==> config.mk <==
export PLATFORM = sky130hd
export DESIGN_NAME = fir_tap_sequencer
export DESIGN_NICKNAME = d
export VERILOG_FILES = /design/src/rtl/fir_tap_sequencer.sv
export SDC_FILE = /design/constraint.sdc
export NUM_CORES = 1
export LEC_CHECK = 0
export ABC_AREA = 0
export BUFFER_PORTS_ARGS = -buffer_cell sky130_fd_sc_hd__buf_2
export CAP_MARGIN = 20
export CORE_MARGIN = 2
export CORE_UTILIZATION = 35
export DETAILED_ROUTE_END_ITERATION = 8
export PLACE_DENSITY = 0.53
export SKIP_CTS_REPAIR_TIMING = 1
export SYNTH_ARGS = -nofsm -noshare
export SYNTH_HDL_FRONTEND = slang
export SYNTH_SLANG_ARGS = --single-unit
export TNS_END_PERCENT = 20
==> constraint.sdc <==
create_clock -name clk -period 4.1 [get_ports clk]
set_input_delay 0.82 -clock clk [delete_from_list [all_inputs] [get_ports clk]]
set_output_delay 0.82 -clock clk [all_outputs]
set_load 0.03 [all_outputs]
==> src/rtl/fir_tap_sequencer.sv <==
// Control sequencer for a symmetric FIR datapath. It accepts one sample, walks the
// mirrored tap address pairs, steers the MAC in step with the operand pipeline, and strobes the output register.
module fir_tap_sequencer #(
  parameter int N_TAPS      = 16,
  parameter int LOG2_N_TAPS = 4,
  parameter int PIPE_LAT    = 2
) (
  input  logic                   clk,
  input  logic                   rst,
  input  logic                   in_valid_i,
  output logic                   in_ready_o,
  output logic                   sample_we_o,
  output logic [LOG2_N_TAPS-1:0] addr_up_o,
  output logic [LOG2_N_TAPS-1:0] addr_down_o,
  output logic                   mac_clr_o,
  output logic                   mac_en_o,
  output logic                   out_we_o,
  output logic                   busy_o,
  output logic                   overrun_o
);

  localparam int HALF    = N_TAPS / 2;
  localparam int LAT_W   = (PIPE_LAT > 0) ? $clog2(PIPE_LAT + 1) : 1;
  localparam int CNT_W   = (LOG2_N_TAPS > LAT_W) ? LOG2_N_TAPS : LAT_W;

  localparam logic [CNT_W-1:0]       RUN_LAST   = CNT_W'(HALF - 1);
  localparam logic [CNT_W-1:0]       DRAIN_INIT = CNT_W'((PIPE_LAT > 0) ? PIPE_LAT - 1 : 0);
  localparam logic [LOG2_N_TAPS-1:0] ADDR_TOP   = LOG2_N_TAPS'(N_TAPS - 1);

  if ((N_TAPS % 2) != 0) begin : g_odd_taps
    $error("fir_tap_sequencer: N_TAPS must be even");
  end

  typedef enum logic [2:0] {
    S_IDLE,
    S_LOAD,
    S_RUN,
    S_DRAIN,
    S_DONE
  } state_e;

  state_e                 state_q, state_d;
  logic [CNT_W-1:0]       cnt_q, cnt_d;
  logic [LOG2_N_TAPS-1:0] addr_up_q, addr_up_d;
  logic [LOG2_N_TAPS-1:0] addr_down_q, addr_down_d;
  logic                   sample_we_q, out_we_q, overrun_q;
  logic                   issue_d, first_d;
  // Stage 0 is the issue cycle itself; stage PIPE_LAT lines up with operands at the MAC.
  logic [PIPE_LAT:0]      issue_pipe_q, first_pipe_q;

  // NOTE: every signal written here gets a default first, so no path can leave one unassigned and infer a latch.
  always_comb begin
    state_d     = state_q;
    cnt_d       = cnt_q;
    addr_up_d   = addr_up_q;
    addr_down_d = addr_down_q;

    unique case (state_q)
      S_IDLE:  if (in_valid_i) state_d = S_LOAD;
      S_LOAD: begin
        state_d = S_RUN;
        cnt_d   = '0;
      end
      S_RUN: begin
        if (cnt_q == RUN_LAST) begin
          state_d = (PIPE_LAT > 0) ? S_DRAIN : S_DONE;
          cnt_d   = DRAIN_INIT;
        end else begin
          cnt_d = cnt_q + 1'b1;
        end
      end
      S_DRAIN: begin
        if (cnt_q == '0) state_d = S_DONE;
        else             cnt_d   = cnt_q - 1'b1;
      end
      S_DONE:  state_d = S_IDLE;
      default: state_d = S_IDLE;
    endcase

    // Outputs are decoded from the next state so they appear registered in the cycle that state is held.
    issue_d = (state_d == S_RUN);
    first_d = issue_d && (cnt_d == '0);
    if (state_d == S_LOAD) begin
      addr_up_d   = '0;
      addr_down_d = ADDR_TOP;
    end else if (issue_d) begin
      addr_up_d   = LOG2_N_TAPS'(cnt_d);
      addr_down_d = ADDR_TOP - LOG2_N_TAPS'(cnt_d);
    end
  end

  // NOTE: state registers use non-blocking assignments so every flop samples pre-edge values, independent of statement order.
  always_ff @(posedge clk or posedge rst) begin
    if (rst) begin
      state_q      <= S_IDLE;
      cnt_q        <= '0;
      addr_up_q    <= '0;
      addr_down_q  <= ADDR_TOP;
      sample_we_q  <= 1'b0;
      out_we_q     <= 1'b0;
      overrun_q    <= 1'b0;
      issue_pipe_q <= '0;
      first_pipe_q <= '0;
    end else begin
      state_q         <= state_d;
      cnt_q           <= cnt_d;
      addr_up_q       <= addr_up_d;
      addr_down_q     <= addr_down_d;
      sample_we_q     <= (state_d == S_LOAD);
      out_we_q        <= (state_d == S_DONE);
      overrun_q       <= in_valid_i && (state_q != S_IDLE);
      issue_pipe_q[0] <= issue_d;
      first_pipe_q[0] <= first_d;
      for (int i = 1; i <= PIPE_LAT; i++) begin
        issue_pipe_q[i] <= issue_pipe_q[i-1];
        first_pipe_q[i] <= first_pipe_q[i-1];
      end
    end
  end

  assign in_ready_o  = (state_q == S_IDLE);
  assign busy_o      = (state_q != S_IDLE);
  assign sample_we_o = sample_we_q;
  assign addr_up_o   = addr_up_q;
  assign addr_down_o = addr_down_q;
  assign mac_en_o    = issue_pipe_q[PIPE_LAT];
  assign mac_clr_o   = first_pipe_q[PIPE_LAT];
  assign out_we_o    = out_we_q;
  assign overrun_o   = overrun_q;

endmodule

* After elaboration in Yosys (flattened, before gate mapping) *
Cells that the tools add are included.

word-level totals
  flip-flop bits (word level) = 24
  word-level logic and storage cells = 37

cells by class
  reductions and logical operators = 7
  $add $sub $neg = 3
  multiplexer cells = 11
  equal/unequal tests = 7

operators by type and width
  cell                   count
  $mux W4                6
  $pmux W3 S4            1
  $pmux W4 S3            1
  $eq A3 B2 Y1 const B   3
  $mux W3                3
  $logic_not A4 Y1       2
  $eq A3 B1 Y1 const B   2
  $add A4 B1 Y4 const B  1
  $eq A4 B3 Y1 const B   1
  $sub A4 B1 Y4 const B  1
  $sub A4 B4 Y4 const A  1
  $eq A3 B3 Y1 const B   1
  $logic_not A3 Y1       1
  $reduce_bool A3 Y1     1
  $logic_and A1 B1 Y1    2
  $reduce_bool A2 Y1     1

* Longest topological paths before layout *
  word-level depth = 6
  gate-level depth with buffers = 7
  depth with buffers taken out = 6

* Worst setup path before layout *
OpenSTA, ideal clock, no wires.

  path kind = register to output
  start point = reg state_q[1]
  end point = out busy_o
  setup slack = 1.980 ns
  cell stages (with the launch flop) = 4
  arrival = 1.300 ns
  required time = 3.280 ns
  cell sequence = dfrtp_1 -> buf_6 -> nor3_2 -> inv_1

between the ends
  longest elaborated chain between the ends = 1

RTL lines
  item                      RTL line  RTL
  start: declaration        42        state_e state_q, state_d;
  start signal: assignment  105       state_q <= state_d;
  $reduce_bool A3 Y1        122       assign busy_o = (state_q != S_IDLE);
  end: declaration          18        output logic busy_o,

Every way passes these cells.

* Worst setup path after layout *
  start point = reg state_q[0]
  end point = out busy_o

The elaborated chain is that of the path after synthesis.

==> metrics.txt <==
CP endpoint kind output port; Area growth syn-to-layout 11.1%; sequential cell fraction of total power 0.357; Max Clk Rate 430 MHz; number of diodes 0; GRT Residual Overflow 0; Final Net Count 126; Max Slew Vio Count 0; clk_lat worst skew 0.31 ns; #FFs+latches synth 24; Root Driver clkbuf_4; Mean Syn Cell Area 11.5 um^2; capture point of the worst reg-to-reg path first_pipe_q[0]$_DFF_PP0_; Final setup viols 0; Core Box Area 3340 um^2; vias in the first global route 778; met2 wire len 1.03 mm; internal power 0.000698 W; switching power 0.000544 W; io pins 18; largest net degree at the start of global routing 25; clock share of power 0.136; Logic pwr share 0.507; I/O Buffers 17; first-pass GRT wire length 3.96 mm; Starting DRT DRC Count 26; TritonCTS Buffers 3; mean routed wirelength per cell 13.9 um; die height 62.7 um; final worst-path cycle share 0.567; r2r startpoint cnt_q[0]$_DFF_PP0_; Die Area 3940 um^2; unrepaired setup endpoints after global routing false; PD cells 926 nW/um^2; post-synthesis cell count 105; CP Class reg -> out; number of H-tree levels 1; post-route ant nets 0; synthesized area 1210 um^2; via count 826; maxcap violations 0; dpl hpwl 1.70 mm; proportion of layout cells with a drive suffix above 1 0.333; GP Congestion 0.791; Critical path destination busy_o; initial core utilization 0.362; Synth async-reset ratio 1.00; setup ws final 1.77 ns; R2R cell count 6; initial antenna violation count 0; clock transition at the registers of the reported paths 0.13 ns; Post-synth EDFFs 0; dpl cell area 1290 um^2; Synth cell types 45; 1st-pass router iterations 4; detailed-route wire length 2.30 mm; fin crit period 2.33 ns; r2r setup slk 2.13 ns; syn_nets 110; crit start category flip-flop; dominant synthesized flop cell dfrtp_1; crit path launch state_q[0]$_DFF_PP0_; Met3 Wirelength 89 um; Vias/cell 4.98; CTS tree yes; synth warn 0; Final Hold Vio Count 0; Top Layer Used met4; total track usage 0.128; die width 62.7 um; Sw Ratio 0.438; clk buf depth 2; worst slew pin tran 0.892 ns; clock sinks 24; maximum vdd drop 319 uV; Setup TNS 0 ns; Overall Power 0.00124 W; DR DRC count 0; # rows 21; Leak Pwr 0.615 nW; design area 1340 um^2; Max Clock Skew 0.00508 ns; Fin Hold WS 0.364 ns; max_slew headroom 0.405; Worst Path Required 3.28 ns; met1 wire length 1.16 mm; Seq/Total Area, Yosys 0.502; Hold Path Class reg -> reg; crit path DAT 1.51 ns; outcome finished, final reports clean; worst-path fanout max 17; dpl ws 2.12 ns
[synth_stat cells (all sizes together), types with 2 or more instances]
master | number | share of area
a211oi | 2 | 0.012
nand4 | 2 | 0.023
a21oi | 5 | 0.024
and3b | 2 | 0.017
o21ai | 3 | 0.012
nor3 | 3 | 0.017
a211o | 2 | 0.016
dfstp | 4 | 0.087
dfrtp | 20 | 0.41
nand3 | 3 | 0.012
buf | 6 | 0.051
nor2 | 3 | 0.0093
o22a | 2 | 0.016
nand2 | 6 | 0.019
inv | 10 | 0.031
nor2b | 5 | 0.026
nand2b | 3 | 0.016
o21a | 2 | 0.012
ha | 2 | 0.021
[critical path: stages (launching register included)]
cell,delay (ns)
dfrtp_1,0.58
nor3_2,0.33
inv_1,0.10
buf_2,0.19
[power by group through the flow]
stage          logic [W]  clock network (W)  registers [W]
2_1_floorplan   0.000465                  0       0.000501
3_3_place_gp    0.000626                  0       0.000443
3_5_place_dp    0.000632                  0       0.000448
4_1_cts         0.000637           0.000177       0.000443
5_1_grt         0.000687           0.000188       0.000459
6_report        0.000629           0.000169       0.000444
[logic make-up (layout without fill, tap and decap cells)]
family                     count (synthesis)  count (layout)  share of synthesized area
AOI/OAI and AO/OA                         25              25                      0.163
and+or+nand+nor                           38              38                      0.233
DFF                                       24              24                      0.502
buffers and inverters                     16              31                     0.0819
adders and majority gates                  2               2                     0.0207
[state kept, by name (all words and copies together), names as in the netlist]
name	count
cnt_q	4
sample_we_o	1
issue_pipe_q	3
first_pipe_q	3
out_we_o	1
state_q	3
addr_down_o	4
addr_up_o	4
overrun_o	1
[final cells by class]
| type | count | area, um^2 |
|---|---|---|
| clock buffers | 3 | 22.5 |
| repair buffers | 17 | 85.1 |
| clock inverters | 1 | 30.0 |
| flip-flops and latches | 24 | 606 |
| inverters | 10 | 37.5 |
| multi-input cells | 65 | 503 |
| fillers | 338 | 2000 |
| well taps | 46 | 57.6 |
[worst min-delay path by stage]
| stage | startpoint | end | slack (ns) | cells past startpoint |
|---|---|---|---|---|
| floorplan | first_pipe_q[0]$_DFF_PP0_ | first_pipe_q[1]$_DFF_PP0_ | 0.33 | 0 |
| global placement | issue_pipe_q[1]$_DFF_PP0_ | issue_pipe_q[2]$_DFF_PP0_ | 0.33 | 0 |
| detailed placement | first_pipe_q[1]$_DFF_PP0_ | first_pipe_q[2]$_DFF_PP0_ | 0.34 | 0 |
| CTS | issue_pipe_q[0]$_DFF_PP0_ | issue_pipe_q[1]$_DFF_PP0_ | 0.37 | 0 |
| global route | first_pipe_q[1]$_DFF_PP0_ | first_pipe_q[2]$_DFF_PP0_ | 0.37 | 0 |
| finish | issue_pipe_q[0]$_DFF_PP0_ | issue_pipe_q[1]$_DFF_PP0_ | 0.36 | 0 |
[cell usage in the layout (no fill, tap or decap), drive strengths merged, types with 2 or more instances in the layout]
| cell type | n |
|---|---|
| buf | 17 |
| nand2b | 3 |
| dfstp | 4 |
| nor3 | 3 |
| o22a | 2 |
| nor2b | 5 |
| a211oi | 2 |
| o21a | 2 |
| o21ai | 3 |
| nand4 | 2 |
| a21oi | 5 |
| nand2 | 6 |
| nor2 | 3 |
| inv | 10 |
| ha | 2 |
| clkbuf | 3 |
| dfrtp | 20 |
| a211o | 2 |
| nand3 | 3 |
| and3b | 2 |
[per-layer routing]
| layer | vias to the layer above | GRT usage |
|---|---|---|
| met3 | 2 | 0.0234 |
| met2 | 17 | 0.184 |
| met5 | - | 0 |
| met4 | 0 | 0.0417 |
| li1 | 404 | - |
| met1 | 403 | 0.194 |
[through the flow]
stage	instances	util
6_report	166	0.402
3_3_place_gp	162	0.386
2_1_floorplan	105	-
4_1_cts	166	0.402
3_5_place_dp	162	0.386
5_1_grt	166	0.402
No activity file was read; power rests on OpenSTA's default activity.
